`src/rtl/seq_shift_add_multiplier_if.sv`:
```
// ---------------------------------------------------------------------------
// seq_shift_add_multiplier_if
//   Request/response bundle between the execute-path controller and the
//   iterative shift-and-add multiplier.
//
//   Signals (WIDTH = operand width):
//     start      controller -> mult  request, taken only when busy==0
//     rs         controller -> mult  multiplicand
//     rd         controller -> mult  multiplier
//     is_signed  controller -> mult  two's-complement operands (signed build only)
//     q          mult -> controller  product[WIDTH-1:0]
//     q_hi       mult -> controller  product[2*WIDTH-1:WIDTH]
//     overflow   mult -> controller  product does not fit in WIDTH bits
//     busy       mult -> controller  iteration in progress
//     done       mult -> controller  one-cycle pulse, q/q_hi/overflow valid
//
//   Modports: master = controller side, slave = multiplier side.
// ---------------------------------------------------------------------------
interface seq_shift_add_multiplier_if #(
    parameter int WIDTH = 16
);
    logic             start;
    logic [WIDTH-1:0] rs;
    logic [WIDTH-1:0] rd;
    logic             is_signed;
    logic [WIDTH-1:0] q;
    logic [WIDTH-1:0] q_hi;
    logic             overflow;
    logic             busy;
    logic             done;

    modport master (
        output start, rs, rd, is_signed,
        input  q, q_hi, overflow, busy, done
    );

    modport slave (
        input  start, rs, rd, is_signed,
        output q, q_hi, overflow, busy, done
    );
endinterface

```
`src/rtl/seq_shift_add_multiplier.sv`:
```
// ---------------------------------------------------------------------------
// seq_shift_add_multiplier
//   Iterative shift-and-add multiplier: one partial product per clock into a
//   2*WIDTH accumulator, so the critical path is a single 2*WIDTH adder.
//   Latency is fixed: busy is high for WIDTH cycles after the accepting edge,
//   then done pulses for one cycle with the full product on q_hi:q.
//
//   Parameters:
//     WIDTH      operand width (>= 2); product is 2*WIDTH bits
//
//   Ports:
//     clk        clock, rising edge
//     rst_n      asynchronous active-low reset; aborts any operation in flight
//     bus        seq_shift_add_multiplier_if.slave (start/rs/rd/is_signed in,
//                q/q_hi/overflow/busy/done out)
//
//   Build option:
//     MULT_SIGNED_EN  when defined, is_signed=1 multiplies two's-complement
//                     operands (magnitudes through the unsigned datapath, sign
//                     applied on the final edge). When undefined, is_signed
//                     is ignored and no negation logic is built.
// ---------------------------------------------------------------------------
module seq_shift_add_multiplier #(
    parameter int WIDTH = 16
) (
    input  logic                          clk,
    input  logic                          rst_n,
    seq_shift_add_multiplier_if.slave     bus
);

    localparam int PW = 2 * WIDTH;
    localparam int CW = $clog2(WIDTH + 1);

    typedef enum logic [1:0] {
        S_IDLE = 2'd0,
        S_RUN  = 2'd1,
        S_DONE = 2'd2
    } state_t;

    state_t          state;
    state_t          state_nxt;
    logic            accept;
    logic            last;

    logic [CW-1:0]   cnt;
    logic [PW-1:0]   mcand;     // multiplicand, shifted left once per iteration
    logic [WIDTH-1:0] mplier;   // multiplier, shifted right once per iteration
    logic [PW-1:0]   acc;
    logic [PW-1:0]   acc_nxt;
    logic [PW-1:0]   prod;
    logic            ovf_nxt;

    logic [WIDTH-1:0] mag_a;
    logic [WIDTH-1:0] mag_b;

    // -----------------------------------------------------------------------
    // FSM
    // -----------------------------------------------------------------------
    always_ff @(posedge clk or negedge rst_n) begin
        if (!rst_n) begin
            state <= S_IDLE;
        end else begin
            state <= state_nxt;
        end
    end

    // The last iteration and the exit to DONE share one edge: when cnt is
    // WIDTH-1 the edge performs iteration WIDTH and latches the result, so
    // done rises exactly WIDTH edges after the accepting edge.
    always_comb begin
        state_nxt = state;
        accept    = 1'b0;
        last      = 1'b0;
        case (state)
            S_IDLE, S_DONE: begin
                if (bus.start) begin
                    accept    = 1'b1;
                    state_nxt = S_RUN;
                end else begin
                    state_nxt = S_IDLE;
                end
            end
            S_RUN: begin
                if (cnt == CW'(WIDTH - 1)) begin
                    last      = 1'b1;
                    state_nxt = S_DONE;
                end
            end
            default: state_nxt = S_IDLE;
        endcase
    end

    assign bus.busy = (state == S_RUN);
    assign bus.done = (state == S_DONE);

    // -----------------------------------------------------------------------
    // Operand conditioning
    // -----------------------------------------------------------------------
`ifdef MULT_SIGNED_EN
    logic neg_a;
    logic neg_b;
    logic neg;       // result must be negated on the final edge
    logic sgn_op;    // current op is signed: selects the overflow rule

    assign neg_a = bus.is_signed & bus.rs[WIDTH-1];
    assign neg_b = bus.is_signed & bus.rd[WIDTH-1];

    // The most-negative value negates to itself, which read as unsigned is
    // exactly its magnitude 2^(WIDTH-1), so no special case is needed.
    always_comb begin
        mag_a = bus.rs;
        mag_b = bus.rd;
        if (neg_a) mag_a = ~bus.rs + WIDTH'(1);
        if (neg_b) mag_b = ~bus.rd + WIDTH'(1);
    end

    always_ff @(posedge clk or negedge rst_n) begin
        if (!rst_n) begin
            neg    <= 1'b0;
            sgn_op <= 1'b0;
        end else if (accept) begin
            neg    <= neg_a ^ neg_b;
            sgn_op <= bus.is_signed;
        end
    end
`else
    logic unused_is_signed;
    assign unused_is_signed = bus.is_signed;
    assign mag_a = bus.rs;
    assign mag_b = bus.rd;
`endif

    // -----------------------------------------------------------------------
    // Datapath
    // -----------------------------------------------------------------------
    // mcand never holds more than WIDTH significant bits shifted by at most
    // WIDTH-1, so the 2*WIDTH accumulator cannot wrap.
    assign acc_nxt = acc + (mplier[0] ? mcand : '0);

`ifdef MULT_SIGNED_EN
    assign prod    = neg ? (~acc_nxt + PW'(1)) : acc_nxt;
    assign ovf_nxt = sgn_op ? (prod[PW-1:WIDTH] != {WIDTH{prod[WIDTH-1]}})
                            : (prod[PW-1:WIDTH] != '0);
`else
    assign prod    = acc_nxt;
    assign ovf_nxt = (prod[PW-1:WIDTH] != '0);
`endif

    always_ff @(posedge clk or negedge rst_n) begin
        if (!rst_n) begin
            cnt          <= '0;
            mcand        <= '0;
            mplier       <= '0;
            acc          <= '0;
            bus.q        <= '0;
            bus.q_hi     <= '0;
            bus.overflow <= 1'b0;
        end else if (accept) begin
            cnt    <= '0;
            mcand  <= {{WIDTH{1'b0}}, mag_a};
            mplier <= mag_b;
            acc    <= '0;
        end else if (state == S_RUN) begin
            cnt    <= cnt + CW'(1);
            mcand  <= mcand << 1;
            mplier <= mplier >> 1;
            acc    <= acc_nxt;
            // Result registers move only on the edge that raises done.
            if (last) begin
                bus.q        <= prod[WIDTH-1:0];
                bus.q_hi     <= prod[PW-1:WIDTH];
                bus.overflow <= ovf_nxt;
            end
        end
    end

endmodule

```
`src/flat_wrapper.sv`:
```
// flat-port wrapper written by rule: the top's interface ports become plain ports
module seq_shift_add_multiplier_flat 
#(
    parameter int WIDTH = 16
)
  (clk, rst_n, bus_start, bus_rs, bus_rd, bus_is_signed, bus_q, bus_q_hi, bus_overflow, bus_busy, bus_done);
  seq_shift_add_multiplier_if #(.WIDTH(WIDTH)) bus_i ();
  input  logic clk;
  input  logic rst_n;
  input wire logic [$bits(bus_i.start)-1:0] bus_start;
  input wire logic [$bits(bus_i.rs)-1:0] bus_rs;
  input wire logic [$bits(bus_i.rd)-1:0] bus_rd;
  input wire logic [$bits(bus_i.is_signed)-1:0] bus_is_signed;
  output wire logic [$bits(bus_i.q)-1:0] bus_q;
  output wire logic [$bits(bus_i.q_hi)-1:0] bus_q_hi;
  output wire logic [$bits(bus_i.overflow)-1:0] bus_overflow;
  output wire logic [$bits(bus_i.busy)-1:0] bus_busy;
  output wire logic [$bits(bus_i.done)-1:0] bus_done;
  assign bus_i.start = bus_start;
  assign bus_i.rs = bus_rs;
  assign bus_i.rd = bus_rd;
  assign bus_i.is_signed = bus_is_signed;
  assign bus_q = bus_i.q;
  assign bus_q_hi = bus_i.q_hi;
  assign bus_overflow = bus_i.overflow;
  assign bus_busy = bus_i.busy;
  assign bus_done = bus_i.done;
  seq_shift_add_multiplier #(.WIDTH(WIDTH)) u_core (.clk(clk), .rst_n(rst_n), .bus(bus_i));
endmodule
```
`config.mk`:
```
export PLATFORM = sky130hd
export DESIGN_NAME = seq_shift_add_multiplier_flat
export DESIGN_NICKNAME = d
export VERILOG_FILES = /design/src/rtl/seq_shift_add_multiplier_if.sv /design/src/rtl/seq_shift_add_multiplier.sv /design/src/flat_wrapper.sv
export SDC_FILE = /design/constraint.sdc
export NUM_CORES = 1
export LEC_CHECK = 0
export CORE_MARGIN = 2
export CORE_UTILIZATION = 25
export DETAILED_ROUTE_END_ITERATION = 10
export DONT_BUFFER_PORTS = 1
export MAX_ROUTING_LAYER = met4
export PLACE_DENSITY = 0.4
export SLEW_MARGIN = 10
export SYNTH_ARGS = -nofsm -noshare
export SYNTH_HDL_FRONTEND = slang
export SYNTH_SLANG_ARGS = --single-unit
```
`constraint.sdc`:
```
create_clock -name clk -period 3.9 [get_ports clk]
set_input_delay 0.78 -clock clk [delete_from_list [all_inputs] [get_ports clk]]
set_output_delay 0.78 -clock clk [all_outputs]
set_load 0.005 [all_outputs]
```
==> results of run 1 <==
-- Yosys cell counts (3+ instances only) --
cell / instances
o21a_1: 3
clkbuf_1: 30
nor2_1: 16
a21o_1: 9
a211o_1: 4
a211oi_1: 3
a22oi_1: 30
dfrtp_1: 120
ha_1: 33
a21oi_1: 33
o21bai_1: 6
o21ai_0: 39
a21boi_1: 3
nand4_1: 6
mux2_2: 17
a31oi_1: 4
nor2b_1: 5
o31ai_1: 3
buf_2: 5
and3_1: 4
o21ai_1: 5
nand2_1: 126
mux2i_1: 3
nand3_1: 12
nand2b_1: 3
o211ai_1: 12
a221o_1: 3
and2_1: 35
a22o_1: 38
xor2_1: 7
xnor2_1: 18
inv_1: 7
-- sequential cells by signal, summed over array words and instances, names as in the netlist --
| name | cells |
|---|---|
| u_core.acc | 32 |
| u_core.mcand | 32 |
| u_core.bus.q | 16 |
| u_core.bus.q_hi | 16 |
| u_core.mplier | 16 |
| u_core.cnt | 5 |
| u_core.state | 2 |
| u_core.bus.overflow | 1 |
-- path summary, 6_finish.rpt --
kind / start / slack, ns / endpoint
min: rst_n / 0.06 / u_core.bus.q[14]
max in group asynchronous: rst_n / 3.58 / u_core.cnt[3]
min in group clk: u_core.mplier[1] / 0.48 / u_core.mplier[1]
max: u_core.mplier[0] / 0.27 / u_core.bus.overflow
min reg2reg: u_core.mplier[1] / 0.48 / u_core.mplier[1]
max reg2reg: u_core.mplier[0] / 0.27 / u_core.bus.overflow
-- worst reg2reg max path, cell delays in order, from the launching register on --
cell     delay (ns)
dfrtp_1        0.39
buf_4          0.19
buf_4          0.19
and2_1         0.18
ha_1           0.40
nand3_1        0.15
nor2_1         0.16
nand2_1        0.10
or4_4          0.59
and4_4         0.19
a211o_1        0.32
a211o_1        0.27
nor4_2         0.21
a41oi_1        0.15
-- final cells by class --
cell class / count / area (um2) / area share [%]
inverters: 9 / 33.8 / 0.448
multi-input cells: 508 / 3370 / 44.8
clock inverters: 13 / 118 / 1.56
repair buffers: 18 / 135 / 1.79
flip-flops and latches: 120 / 3000 / 39.9
well taps: 335 / 419 / 5.56
clock buffers: 19 / 453 / 6.01
-- logic make-up (layout without fill, tap and decap cells) --
family / after synthesis / count (layout) / share of synthesized area (%)
simple gates: 220 / 220 / 15.8
buf+inv: 47 / 59 / 2.85
mux: 20 / 20 / 3.38
flops: 120 / 120 / 45.8
compound gates: 209 / 209 / 22.2
fa+ha+maj: 34 / 34 / 6.61
xor+xnor: 25 / 25 / 3.34
-- through the flow --
stage,hold WS [ns],total power [W]
global placement,0.458,0.00528
finish,0.0578,0.00684
detailed placement,0.466,0.00534
CTS,0.0325,0.00692
global route,0.0404,0.00743
floorplan,0.446,0.00443
-- where the power goes --
group / internal (W) / switching, W / total [W]
clock network: 0.000913 / 0.000635 / 0.00155
registers: 0.00182 / 0.000407 / 0.00222
logic: 0.00129 / 0.00178 / 0.00307
-- per-layer routing --
metal,vias up,GRT usage (%)
met1,2443,18.6
met4,0,4.57
met2,120,19.9
met5,-,-
met3,18,4.08
li1,2456,-
==> flow_summary.json, run 1 <==
{
  "outcome": "finished clean",
  "final_nets": 744,
  "fillers": 2668,
  "timing.final.crit_share_pct": 93.1,
  "min_period_ns": 3.63,
  "grt_pass1_vias": 5133,
  "pre_cts_slack_ns": 0.271,
  "max_slew_margin_pct": 54.9,
  "drive_gt1_share_pct": 11.2,
  "crit_cells": 13,
  "tritoncts": "yes",
  "drt_iter0_markers": 353,
  "r2r_cells": 13,
  "ys_ff_latch": 120,
  "syn_avg_cell_area_um2": 9.71,
  "ys_types": 57,
  "antenna_found_initial": 0,
  "design.die.area_um2": 27500,
  "cts.hold.buffers_added": 0,
  "yosysWarnings": 0,
  "coreArea_um2": 25900,
  "diodes": 0,
  "finClkSkew_ns": 0.0143,
  "critPathKind": "reg2reg",
  "cts_htree_levels": 4,
  "layout_common_cells": "nand2_1 (126), dfrtp_1 (120), o21ai_0 (39)",
  "worst_path_max_delay_cell": "or4_4",
  "clkSlewWorstSetupHoldPaths_ns": 0.06,
  "cpPeakStageDelay_ns": 0.59,
  "path_buf_inv": 2,
  "antenna_left": 0,
  "crit_arrival_ns": 3.91,
  "num_vias": 5037,
  "cts-root-buf": "clkbuf_16",
  "drt_wl_total_um": 18000,
  "hpwl_um": 12700,
  "cts_buffers": 17,
  "max_freq_mhz": 275,
  "place.gp.congestion": 0.835,
  "rows": 59,
  "fin_area_um2": 7530,
  "clockBufferDepth": 2,
  "grt_usage_pct": 13.8,
  "pin_count": 71,
  "dr_wl_met2_um": 7870,
  "place_inst": 990,
  "synth_top_area_share_pct": 45.8,
  "die_y_um": 166,
  "tightestPinTransition_ns": 0.675,
  "max_cap_violations": 0,
  "async_reset_ff_share_pct": 100,
  "cts_resized": 0,
  "path_cells": "buf_4 -> buf_4 -> and2_1 -> ha_1 -> nand3_1 -> nor2_1 -> nand2_1 -> or4_4 -> and4_4 -> a211o_1 -> a211o_1 -> nor4_2 -> a41oi_1",
  "hold_class": "in2async",
  "clk_latency_ns": 0.43,
  "synth_area_um2": 6550,
  "wl_per_cell_um": 17.6,
  "rsz0062_at_grt": "no",
  "utilization_pct": 29.1,
  "cts.sinks": 120,
  "post-cts-setup-buffer-count": 0,
  "top_layer_used": "met4",
  "setup_viol": 0,
  "vias_per_cell": 4.93,
  "synth_cells": 675,
  "port_buffers": 0,
  "cp_max_fo": 16,
  "start_util_pct": 25.3,
  "crit_family": "simple AND/OR/NAND/NOR gates",
  "stdcell_count": 1022,
  "placed_cell_area_um2": 6960,
  "wl_met3_um": 1130,
  "drt-met1-wl_um": 8770,
  "syn_nets": 745,
  "slew_violations": 0,
  "fin_setup_tns_ns": 0,
  "synthTopCellsByArea": "dfrtp_1 (46%), nand2_1 (7.2%), ha_1 (6.3%), a22o_1 (5.1%), a22oi_1 (3.4%)",
  "hold_viol_final": 0,
  "peakVddDrop_v": 0.000281,
  "overflow": 0,
  "required_ns": 4.18,
  "drc": 0,
  "first_pass_iters": 4,
  "power_density_nw_per_um2": 908,
  "grt_max_degree": 121,
  "syn2layout_area_growth_pct": 15.0,
  "ys.flop_type": "dfrtp_1",
  "synth_edf_count": 0,
  "p_leak_nw": 3.40,
  "grt_pass1_wl_um": 29200,
  "yosys.area.top_type": "dfrtp_1",
  "cp-end-kind": "flop",
  "die_w_um": 166,
  "mostFrequentLayoutCell": "nand2_1",
  "crit_path_start_kind": "flop",
  "layout_setup_ws_ns": 0.267,
  "ys_seq_area_share_pct": 45.8
}
No activity file was read; power rests on OpenSTA's default activity.
==> inputs of run 2 (changes only) <==
--- a/constraint.sdc
+++ b/constraint.sdc
@@ -3,2 +3,2 @@
 set_output_delay 0.78 -clock clk [all_outputs]
-set_load 0.005 [all_outputs]
+set_load 0.1 [all_outputs]
==> flow_summary.json, run 2 (synthesis results as in run 1) <==
{
  "final_nets": 748,
  "place.gp.congestion": 0.840,
  "path_cells": "buf_4 -> buf_4 -> and2_1 -> ha_1 -> nand3_1 -> nor2_1 -> nand2_1 -> or4_4 -> and4_4 -> a211o_1 -> a211o_1 -> nor4_2 -> a41oi_1",
  "grt_use_met3_pct": 4.43,
  "first_pass_iters": 5,
  "worst_path_max_delay_cell": "or4_4",
  "reg_top3": "u_core.acc x32, u_core.mcand x32",
  "clkSlewWorstSetupHoldPaths_ns": 0.06,
  "max_slew_margin_pct": 26.9,
  "hpwl_um": 12700,
  "diodes": 0,
  "r2r_start": "u_core.mplier[0]",
  "antenna_left": 0,
  "wl_per_cell_um": 17.6,
  "met1_usage_pct": 18.4,
  "drt_wl_total_um": 18100,
  "syn2layout_area_growth_pct": 16.0,
  "path_buf_inv": 2,
  "grt_pass1_vias": 5206,
  "cts.sinks": 120,
  "coreArea_um2": 25900,
  "pin_count": 71,
  "fin_setup_tns_ns": 0,
  "cts_htree_levels": 4,
  "drt_iter0_markers": 371,
  "min_period_ns": 3.65,
  "tightestPinTransition_ns": 1.09,
  "drc": 0,
  "ff2ff_setup_slack_ns": 0.25,
  "clockBufferDepth": 2,
  "max_freq_mhz": 274,
  "num_vias": 5074,
  "required_ns": 4.17,
  "drive_gt1_share_pct": 11.9,
  "setup_viol": 0,
  "fillers": 2654,
  "finClkSkew_ns": 0.00734,
  "die_y_um": 166,
  "grtUsageMet2_pct": 20.6,
  "critPathKind": "reg2reg",
  "cts.hold.buffers_added": 0,
  "overflow": 0,
  "antenna_found_initial": 0,
  "vias_per_cell": 4.95,
  "grt_usage_pct": 14.0,
  "placed_cell_area_um2": 7010,
  "start_util_pct": 25.3,
  "cp-end-kind": "flop",
  "hold_viol_final": 0,
  "cts-root-buf": "clkbuf_16",
  "cpPeakStageDelay_ns": 0.59,
  "slew_violations": 0,
  "tritoncts": "yes",
  "rows": 59,
  "grt_pass1_wl_um": 29500,
  "port_buffers": 0,
  "timing.final.crit_share_pct": 93.6,
  "cts_buffers": 17,
  "max_cap_violations": 0,
  "outcome": "finished clean",
  "design.die.area_um2": 27500,
  "layout_common_cells": "nand2_1 (126), dfrtp_1 (120), o21ai_0 (39)",
  "grt_max_degree": 121,
  "mostFrequentLayoutCell": "nand2_1",
  "cts_resized": 0,
  "r2r_cells": 13,
  "crit_family": "simple AND/OR/NAND/NOR gates",
  "post-cts-setup-buffer-count": 0,
  "grt.busiest_layer": "met2",
  "cp_max_fo": 16,
  "fin_area_um2": 7600,
  "clk_latency_ns": 0.42,
  "crit_arrival_ns": 3.92,
  "crit_path_start_kind": "flop",
  "die_w_um": 166,
  "rsz0062_at_grt": "no",
  "hold_class": "in2async",
  "worstReg2RegEnd": "u_core.bus.overflow"
}
-- run 2: changes by cell type in the layout (fill, tap and decap cells not counted), sizes merged --
| cell | before | now |
|---|---|---|
| buf | 18 | 22 |
| clkbuf | 19 | 18 |
| clkinvlp | 5 | 4 |
| bufinv | 1 | 2 |
| clkinv | 3 | 4 |
| inv | 13 | 12 |
-- run 2: area by class of cell --
| cell class | count | area, um2 | area share (%) |
|---|---|---|---|
| Clock inverter | 13 | 144 | 1.89 |
| Multi-Input combinational cell | 508 | 3380 | 44.5 |
| Clock buffer | 18 | 439 | 5.78 |
| Timing Repair Buffer | 22 | 178 | 2.34 |
| Tap cell | 335 | 419 | 5.52 |
| Sequential cell | 120 | 3000 | 39.5 |
| Inverter | 9 | 35.0 | 0.461 |
-- run 2: worst max-delay path by stage --
stage	from	end	cells past startpoint
final	u_core.mplier[0]	u_core.bus.overflow	13
after detailed placement	u_core.mplier[0]	u_core.bus.overflow	13
after floorplan	u_core.mplier[0]	u_core.bus.overflow	13
after global routing	u_core.mplier[0]	u_core.bus.overflow	12
after global placement	u_core.mplier[0]	u_core.bus.overflow	13
after CTS	u_core.mplier[0]	u_core.bus.overflow	13
-- run 2: metrics by stage --
step	setup WS (ns)	hold slack, ns	cells	utilization (%)
floorplan	0.810	0.446	675	-
global placement	0.302	0.459	994	27.1
detailed placement	0.281	0.465	994	27.1
CTS	0.259	0.0323	1025	29.3
global route	0.00975	0.0299	1025	29.3
finish	0.248	0.0534	1025	29.3
-- run 2: worst register-to-register path, cell delays in order, from the launching register on --
cell and delay [ns]:
dfrtp_1 0.39, buf_4 0.19, buf_4 0.20, and2_1 0.18, ha_1 0.41, nand3_1 0.14
nor2_1 0.17, nand2_1 0.10, or4_4 0.59, and4_4 0.20, a211o_1 0.32, a211o_1 0.28
nor4_2 0.20, a41oi_1 0.15
-- run 2: per-layer routing --
| metal | up-vias | share of wire (%) | wire (um) |
|---|---|---|---|
| met5 | - | 0 | 0 |
| met4 | 0 | 1.2 | 216 |
| met3 | 15 | 7.0 | 1270 |
| met2 | 134 | 45 | 8050 |
| met1 | 2465 | 47 | 8560 |
| li1 | 2460 | - | - |
Power of run 2 is left out: the tool's default activity adds up to more than one toggle a clock period on the data nets, which glitch-free logic cannot reach.
